<file path="config.mk">
export PLATFORM = sky130hd
export DESIGN_NAME = writeback_arbiter_n
export DESIGN_NICKNAME = d
export VERILOG_FILES = /design/src/rtl/writeback_arbiter_n.sv
export SDC_FILE = /design/constraint.sdc
export NUM_CORES = 1
export LEC_CHECK = 0
export ABC_AREA = 1
export CORE_ASPECT_RATIO = 1.2
export CORE_MARGIN = 1
export CORE_UTILIZATION = 30
export CTS_BUF_LIST = sky130_fd_sc_hd__clkbuf_4 sky130_fd_sc_hd__clkbuf_8
export CTS_CLUSTER_DIAMETER = 120
export DETAILED_ROUTE_END_ITERATION = 8
export PLACE_DENSITY_LB_ADDON = 0.05
export SLEW_MARGIN = 25
export SYNTH_ARGS = -nofsm -noshare
export SYNTH_HDL_FRONTEND = slang
export SYNTH_SLANG_ARGS = --single-unit
</file>
<file path="constraint.sdc">
create_clock -name clk -period 4.6 [get_ports clk]
set_clock_uncertainty 0.2 [all_clocks]
set_input_delay 0.92 -clock clk [delete_from_list [all_inputs] [get_ports clk]]
set_output_delay 0.92 -clock clk [all_outputs]
set_load 0.005 [all_outputs]
</file>
<file path="src/rtl/writeback_arbiter_n.sv">
// Purpose : NUM_PE writeback candidates -> per-PE FIFO -> round-robin -> one registered RF write port.
// Latency : transfer at edge k is buffered at k, drives rf_we_o after edge k+1 (2 edges) when uncontended.
// Backpr. : ready_o[i] = !full[i], from the pre-edge count only; a full FIFO refuses even if popped that edge.
//
// Ports:
//   clk, rst          clock, synchronous active-high reset
//   valid_i/ready_o   per-PE handshake (transfer on valid_i[i] && ready_o[i])
//   reg_write_i, rd_i per-PE write enable and destination (rd==0 or !reg_write -> discarded)
//   result_src_i      per-PE 2-bit select: 00 ALU, 01 read data, 10 PC+4, 11 ALU
//   alu_result_i, read_data_i, pc_plus4_i   per-PE candidate values
//   rf_we_o, rf_wa_o, rf_wd_o, rf_pe_o      registered register-file write and its source PE
//   busy_o            any FIFO holding data or a write currently presented
module writeback_arbiter_n #(
  parameter int NUM_PE = 2,
  parameter int DATA_W = 32,
  parameter int REG_AW = 5,
  parameter int DEPTH  = 4,
  localparam int PW    = (NUM_PE > 1) ? $clog2(NUM_PE) : 1
) (
  input  logic                       clk,
  input  logic                       rst,
  input  logic [NUM_PE-1:0]          valid_i,
  output logic [NUM_PE-1:0]          ready_o,
  input  logic [NUM_PE-1:0]          reg_write_i,
  input  logic [2*NUM_PE-1:0]        result_src_i,
  input  logic [DATA_W*NUM_PE-1:0]   alu_result_i,
  input  logic [DATA_W*NUM_PE-1:0]   read_data_i,
  input  logic [DATA_W*NUM_PE-1:0]   pc_plus4_i,
  input  logic [REG_AW*NUM_PE-1:0]   rd_i,
  output logic                       rf_we_o,
  output logic [REG_AW-1:0]          rf_wa_o,
  output logic [DATA_W-1:0]          rf_wd_o,
  output logic [PW-1:0]              rf_pe_o,
  output logic                       busy_o
);

  localparam int AW = $clog2(DEPTH);

  // One buffered writeback: destination register plus the already-selected result.
  typedef struct packed {
    logic [REG_AW-1:0] rd;
    logic [DATA_W-1:0] dat;
  } wb_entry_t;

  logic [NUM_PE-1:0] push;
  logic [NUM_PE-1:0] pop;
  logic [NUM_PE-1:0] empty;
  logic [NUM_PE-1:0] full;
  wb_entry_t         push_ent [NUM_PE];
  wb_entry_t         head_ent [NUM_PE];

  logic              gnt_vld;
  logic [PW-1:0]     gnt_idx;
  wb_entry_t         gnt_ent;
  logic [PW-1:0]     ptr;
  logic [PW-1:0]     ptr_nxt;

  assign ready_o = ~full;

  // ---------------------------------------------------------------------------
  // Per-PE result select and FIFO
  // ---------------------------------------------------------------------------
  for (genvar i = 0; i < NUM_PE; i++) begin : g_pe
    logic [1:0]        src;
    logic [REG_AW-1:0] rd;
    logic [DATA_W-1:0] sel;
    wb_entry_t         mem [DEPTH];
    logic [AW-1:0]     wr_ptr;
    logic [AW-1:0]     rd_ptr;
    logic [AW:0]       count;

    assign src = result_src_i[2*i +: 2];
    assign rd  = rd_i[REG_AW*i +: REG_AW];

    always_comb begin
      case (src)
        2'b01:   sel = read_data_i[DATA_W*i +: DATA_W];
        2'b10:   sel = pc_plus4_i[DATA_W*i +: DATA_W];
        default: sel = alu_result_i[DATA_W*i +: DATA_W];
      endcase
    end

    // Handshake completes whenever valid && ready; only real register
    // writes (enabled, rd != x0) take a FIFO slot.
    assign push[i]     = valid_i[i] && !full[i] && reg_write_i[i] && (rd != '0);
    assign push_ent[i] = '{rd: rd, dat: sel};

    // Only the arbiter pops, and it only grants non-empty FIFOs, so a pop
    // never sees an empty FIFO and a push into an empty one is never
    // visible to the arbiter until the following cycle.
    assign pop[i] = gnt_vld && (gnt_idx == PW'(i));

    always_ff @(posedge clk) begin
      if (rst) begin
        wr_ptr <= '0;
        rd_ptr <= '0;
        count  <= '0;
      end else begin
        if (push[i]) wr_ptr <= wr_ptr + AW'(1);
        if (pop[i])  rd_ptr <= rd_ptr + AW'(1);
        case ({push[i], pop[i]})
          2'b10:   count <= count + (AW+1)'(1);
          2'b01:   count <= count - (AW+1)'(1);
          default: count <= count;
        endcase
      end
    end

    // Storage needs no reset: a slot is only read after it has been written.
    always_ff @(posedge clk) begin
      if (push[i]) mem[wr_ptr] <= push_ent[i];
    end

    assign head_ent[i] = mem[rd_ptr];
    assign empty[i]    = (count == '0);
    assign full[i]     = (count == (AW+1)'(DEPTH));
  end

  // ---------------------------------------------------------------------------
  // Round-robin arbiter: first non-empty FIFO at ptr, ptr+1, ... (mod NUM_PE)
  // ---------------------------------------------------------------------------
  logic [PW:0]   scan_sum;
  logic [PW-1:0] scan_idx;

  always_comb begin
    gnt_vld  = 1'b0;
    gnt_idx  = '0;
    scan_sum = '0;
    scan_idx = '0;
    for (int k = 0; k < NUM_PE; k++) begin
      // ptr + k never exceeds 2*NUM_PE-2, so one conditional subtract wraps it.
      scan_sum = {1'b0, ptr} + (PW+1)'(k);
      if (scan_sum >= (PW+1)'(NUM_PE)) begin
        scan_sum = scan_sum - (PW+1)'(NUM_PE);
      end
      scan_idx = scan_sum[PW-1:0];
      if (!gnt_vld && !empty[scan_idx]) begin
        gnt_vld = 1'b1;
        gnt_idx = scan_idx;
      end
    end
  end

  assign gnt_ent = head_ent[gnt_idx];
  assign ptr_nxt = (gnt_idx == PW'(NUM_PE - 1)) ? '0 : gnt_idx + PW'(1);

  // ---------------------------------------------------------------------------
  // Arbiter pointer and registered register-file write port
  // ---------------------------------------------------------------------------
  always_ff @(posedge clk) begin
    if (rst) begin
      ptr     <= '0;
      rf_we_o <= 1'b0;
      rf_wa_o <= '0;
      rf_wd_o <= '0;
      rf_pe_o <= '0;
    end else begin
      rf_we_o <= gnt_vld;
      // Address/data/source hold when idle so the port stays quiet.
      if (gnt_vld) begin
        ptr     <= ptr_nxt;
        rf_wa_o <= gnt_ent.rd;
        rf_wd_o <= gnt_ent.dat;
        rf_pe_o <= gnt_idx;
      end
    end
  end

  assign busy_o = (|(~empty)) || rf_we_o;

endmodule

</file>
==> reports/results.txt, run 1 <==
Status - completed
I/O Pins - 254
Number of synthesized flops with an enable pin - 296
WL per Instance - 16.7 µm
GR Util met2 - 27.8%
Max clock buf depth - 3
Synthesized area - 16100 µm²
Top-count cell post-synth - nand2_1
Crit path kind - reg2out
Leakage - 8.37 nW
Max-Cap Viols - 0
Final WL - 45.7 mm
Post-CTS Repair Setup Buffers - 0
Vert. Die Dim - 256 µm
HPWL after DPL - 30.4 mm
Number of CTS-inserted buffers - 57
Initial Util - 30.5%
Pwr dens - 495 nW/µm²
Area growth, synth to finish - 27.8%
Min Tclk post-route - 3.32 ns
GRT met3 Usage - 2.92%
Post-synth top area share - 55.1%
H-Tree Depth - 2
Crit. End Element - output pin
Design Area, Final - 20600 µm²
Worst-Margin Slew - 0.941 ns
R2r worst-path depth - 13
Crit path required time - 3.48 ns
Met1 global-route usage - 21.7%
Core Area - 52800 µm²
Initial antenna violation count - 2
Dominant synthesized flop cell - edfxtp_1
Critical Path Max Stage Delay - 0.44 ns
Setup TNS - 0 ns
Comb pwr share - 33.2%
RSZ-0062 raised after global routing - no
Buffers on Ports - 253
Total stage count of the critical path - 6
Placed cell area - 19400 µm²
Cell variety after synth - 28
Filler cell count - 5300
Vias in the first global route - 11829
Post_cts resized - 0
Drt pass-1 iters - 5
Largest net degree at the start of global routing - 75
Internal Power - 6.62 mW
Die Wd - 214 µm
Most Crowded Layer GR - met2
CP top delay family - buffers and inverters
Slowest cell on crit path - clkdlybuf4s50_1
Area of the multi-input gates - 4900 µm²
Root Buffer - clkbuf_8
Total power - 10.2 mW
Slew Viols, Final - 0
Worst hold path class - reg2reg
CTS clk-pin slew, worst paths - 0.06 ns
R2R setup slack - 1.93 ns
Net Count, Synth - 1961
Post-synth ARST share - 0%
Final Hold Viols - 0
Share of layout cells above drive strength 1 - 8.34%
Wire length of the first global-routing pass - 68.7 mm
Post-route DRC - 0
Post-Syn Instances - 1733
DR iter-0 viols - 576
Worst-Skew Late Latency - 0.61 ns
Avg Cell Area, Syn - 9.31 µm²
GPL Wtd Cong - 0.733
Synth area leader - edfxtp_1
Worst r2r dst - g_pe[1].count[2]
Fmax - 302 MHz
Switch share - 35.2%
CP max FO - 6
Register area - 10100 µm²
Seq pwr share - 39.3%
Worst slew margin - 37.3%
Vias per std cell - 4.42
Most frequent CP cell - inv_1
Yosys reg bits - 354
TritonCTS clock tree - done
CP startpoint kind - flip-flop
Final setup vio count - 0
Max IR drop VDD - 0.246 mV
R2r startpoint - g_pe[1].count[1]
CTS sink cnt - 354
Crit path from - g_pe[1].count[1]
List of most frequent post-synthesis cells - nand2_1 (527), edfxtp_1 (296), inv_1 (213)
Hold Buf Count CTS - 0
Clock network power share - 27.4%
Psw - 3.60 mW
Total GRT Usage - 16.5%
Final ANT Viol Nets - 0
GRT Residual Overflow - 0
WP buf/inv - 3
Synth top area cells - edfxtp_1 (55%), nand2_1 (12%), dfxtp_1 (7.2%)
Vias - 12086
Yosys warns - 0
Die ar. - 54700 µm²
Seq/Total Area, Yosys - 62.3%
Arr. time, crit path - 2.20 ns
Row count - 92
Layout Nets - 2209
Crit path cell chain - inv_1, nand3_4, nor2_2, inv_1, or2_2, clkdlybuf4s50_1
Crit path to - busy_o
Tcrit/Tclk final - 72.1%
-- state kept, by name (all words and copies together) (netlist names), named ones only --
register,flops
rf_we_o,1
rf_wa_o,5
g_pe.wr_ptr,4
g_pe.mem,296
g_pe.count,6
ptr,1
rf_wd_o,32
g_pe.rd_ptr,4
rf_pe_o,1
-- cell usage in the layout (no fill, tap or decap), drive strengths merged, types with 3 or more instances in the layout --
cell type	Yosys	final
nand2	529	529
edfxtp	296	296
clkdlybuf4s50	0	253
inv	219	219
nor2	173	173
nand3	165	165
a21oi	139	139
clkbuf	34	85
dfxtp	58	58
o21bai	33	33
buf	55	25
clkinv	0	18
ha	14	14
o21ai	9	9
nor3	3	3
-- through the flow --
step	instances	setup WS (ns)	hold slack, ns	util [%]
floorplan	1733	1.10	0.247	-
global placement	2627	0.914	0.247	36.8
detailed placement	2627	0.925	0.240	36.8
CTS	2732	1.20	0.253	39.0
global route	2733	1.14	0.275	39.0
finish	2733	1.28	0.249	39.0
-- tightest hold or removal path, stage by stage (launching register included) --
cell     delay (ns)
dfxtp_1        0.31
nand2_1        0.06
nand2_1        0.04
-- kinds of logic (layout without fill, tap and decap cells) --
kind of cell / Yosys count / in the layout / synth area share [%]
AOI/OAI and AO/OA: 182 / 182 / 6.64
xor gates and xnor gates: 2 / 2 / 0.109
adders and majority gates: 16 / 16 / 1.33
buffers and inverters: 308 / 602 / 7.78
DFF: 354 / 354 / 62.3
other: 0 / 1 / 0
and+or+nand+nor: 871 / 871 / 21.9
-- power groups by stage --
stage	sequential, mW	clock (mW)	combinational [mW]
after global routing	4.06	3.03	3.82
after CTS	4.03	2.91	3.49
after floorplan	4.05	0	2.14
after global placement	4.09	0	3.46
after detailed placement	4.09	0	3.48
final	4.02	2.80	3.40
-- how the worst min path moves through the flow --
stage,from,slack [ns],endpoint,cells after the start
4_1_cts,rf_wd_o[6],0.25,rf_wd_o[6],2
5_1_grt,rf_wa_o[3],0.27,rf_wa_o[3],2
3_5_place_dp,rf_wd_o[6],0.24,rf_wd_o[6],2
2_1_floorplan,rf_wa_o[3],0.25,rf_wa_o[3],2
3_3_place_gp,rf_wd_o[16],0.25,rf_wd_o[16],2
6_report,rf_wd_o[6],0.25,rf_wd_o[6],2
-- metal layers --
metal,up-vias,wire (µm)
li1,6102,-
met1,5620,20900
met2,302,21800
met3,62,2260
met4,0,797
met5,-,0
-- area by class of cell --
class | instances | share of cell area (%)
diodes | 1 | 0.0121
clock buffers | 85 | 5.10
clock inverters | 20 | 0.673
inverters | 219 | 3.99
multi-input cells | 1071 | 23.7
flip-flops and latches | 354 | 48.7
well taps | 705 | 4.28
repair buffers | 278 | 13.5
Note: power is estimated with default switching activity, not from simulation.
==> inputs of run 2 (changes only) <==
==> constraint.sdc (replaced) <==
create_clock -name clk -period 2.8 [get_ports clk]
set_clock_uncertainty 0.2 [all_clocks]
set_input_delay 0.56 -clock clk [delete_from_list [all_inputs] [get_ports clk]]
set_output_delay 0.56 -clock clk [all_outputs]
set_load 0.005 [all_outputs]
==> run 2 against run 1 <==
  * Via count grew 1.6%
  * Register-to-register slack worse by 1.6 ns
  * Critical endpoint is now ready_o[1]
  * Sequential share of layout area is 1.5 points lower
  * Sequential cell count unchanged
  * Count of clock-buffer cells in the layout is 4 lower
  * Hold slack lost 0.0010 ns
  * Clock power grew 63%
==> reports/results.txt, run 2 (synthesis results as in run 1) <==
RSZ-0062 raised after global routing - no
Crit. End Element - output pin
Commonest non-fill, non-tap cell in the layout - nand2_1
CTS clk-pin slew, worst paths - 0.06 ns (about the same)
Area growth, synth to finish - 31.9%
Die ar. - 54700 µm² (unchanged)
Min Tclk post-route - 2.61 ns
Worst slew margin - 44.5% (+7.2 points)
Area of the multi-input gates - 4910 µm² (+0.26%)
Register area - 10100 µm² (unchanged)
Final ANT Viol Nets - 0 (unchanged)
Total GRT Usage - 17.0% (+0.48 points)
Worst-Margin Slew - 0.833 ns (-0.109 ns)
Initial antenna violation count - 2 (unchanged)
Number of CTS-inserted buffers - 60 (+5.3%)
Filler cell count - 5282 (-0.34%)
Buffers on Ports - 253 (unchanged)
Vias in the first global route - 12275 (+3.8%)
Final WL - 46.4 mm (+1.4%)
Hold Buf Count CTS - 0 (unchanged)
Vias per std cell - 4.40 (-0.57%)
Leakage - 8.69 nW (+3.9%)
WL per Instance - 16.6 µm (-0.72%)
DR iter-0 viols - 554 (-3.8%)
Worst-Skew Late Latency - 0.62 ns (about the same)
Share of layout cells above drive strength 1 - 10.8% (+2.4 points)
Top reg by flops - g_pe.mem
Core Area - 52800 µm² (unchanged)
GPL Wtd Cong - 0.726 (-1.0%)
Total power - 17.1 mW (+68%)
Post-route DRC - 0 (unchanged)
Layout Nets - 2265 (+2.5%)
Max-Cap Viols - 0 (unchanged)
I/O Pins - 254 (unchanged)
H-Tree Depth - 2 (unchanged)
Max reg flops - 296 (unchanged)
Final setup vio count - 0 (unchanged)
Crit path kind - reg2out
Vert. Die Dim - 256 µm (unchanged)
Drt pass-1 iters - 4 (-1)
Most frequent cells in the layout - nand2_1 (527), edfxtp_1 (296), clkdlybuf4s50_1 (252)
HPWL after DPL - 31.7 mm (+4.0%)
CTS sink cnt - 354 (unchanged)
Root Buffer - clkbuf_8
Die Wd - 214 µm (unchanged)
Slew Viols, Final - 0 (unchanged)
GRT Residual Overflow - 0 (unchanged)
Status - completed
CP max FO - 3 (-3)
Regs by FF count - g_pe.mem x296, rf_wd_o x32, g_pe.count x6
CP startpoint kind - flip-flop
TritonCTS clock tree - done
Largest net degree at the start of global routing - 75 (unchanged)
Vias - 12276 (+1.6%)
Final Hold Viols - 0 (unchanged)
Arr. time, crit path - 1.85 ns (-0.35 ns)
Row count - 92 (unchanged)
Crit path required time - 2.04 ns (-1.44 ns)
Pwr dens - 804 nW/µm² (+62%)
Tcrit/Tclk final - 93.1%
Wire length of the first global-routing pass - 71.1 mm (+3.5%)
Initial Util - 30.5% (unchanged)
Max clock buf depth - 3 (unchanged)
Fmax - 384 MHz
Max IR drop VDD - 0.442 mV (+80%)
Final hold slack - 0.248 ns (-0.00103 ns)
Worst hold path class - reg2reg
run 2: changes by cell type in the layout (fill, tap and decap cells not counted), moves of 2 or more:
cell,delta
buf_4,+32
clkinv_2,+2
buf_12,+21
clkinv_1,+4
clkbuf_8,-3
clkinvlp_4,+4
run 2: what timing repair did:
| item | CTS | global route |
|---|---|---|
| endpoints found under the setup margin | 1 | 0 |
| buffers inserted | 7 | 0 |
| resized for setup | 4 | 0 |
run 2: stage by stage:
stage	area, µm²	worst slack [ns]	setup TNS [ns]	utilization, %	cells
CTS	21300	0.0973	0	40.3	2791
global route	21300	0.0875	0	40.3	2792
global placement	20000	-0.281	-1.31	37.9	2673
finish	21300	0.193	0	40.3	2792
floorplan	16100	-0.339	-100.30	-	1733
detailed placement	20000	-0.253	-0.917	37.9	2673
run 2: final timing paths:
kind	start	end	slack, ns	depth (start not counted)
worst max-delay path	g_pe[1].count[1]	ready_o[1]	0.19	4
worst min-delay path	rf_wd_o[28]	rf_wd_o[28]	0.25	2
worst max register to register	g_pe[1].count[1]	g_pe[1].count[2]	0.32	13
worst min register to register	rf_wd_o[28]	rf_wd_o[28]	0.25	2
run 2: power breakdown:
group	switching (mW)	leakage [nW]	internal, mW
sequential	0.242	3.17	6.34
clock	2.13	0.618	2.42
combinational	3.72	4.90	2.27
total	6.09	8.69	11.0
run 2: routing by layer:
| layer | wire length [µm] | vias to the layer above | GRT usage, % |
|---|---|---|---|
| li1 | - | 6216 | - |
| met1 | 21300 | 5730 | 22.3 |
| met2 | 22200 | 276 | 28.9 |
| met3 | 2210 | 52 | 2.93 |
| met4 | 620 | 2 | 3.85 |
| met5 | 16 | - | 0 |
run 2: critical path, stage by stage (launching register included):
cell and delay [ns]:
dfxtp_1 0.35, inv_2 0.07, buf_4 0.14, nand3_1 0.14
clkdlybuf4s50_1 0.53
run 2: layout make-up:
| cell class | instances | area share (%) |
|---|---|---|
| Sequential cell | 354 | 47.2 |
| Multi-Input combinational cell | 1071 | 23.1 |
| Timing Repair Buffer | 331 | 16.2 |
| Clock buffer | 81 | 4.71 |
| Tap cell | 705 | 4.14 |
| Inverter | 219 | 3.86 |
| Clock inverter | 30 | 0.811 |
| Antenna cell | 1 | 0.0118 |
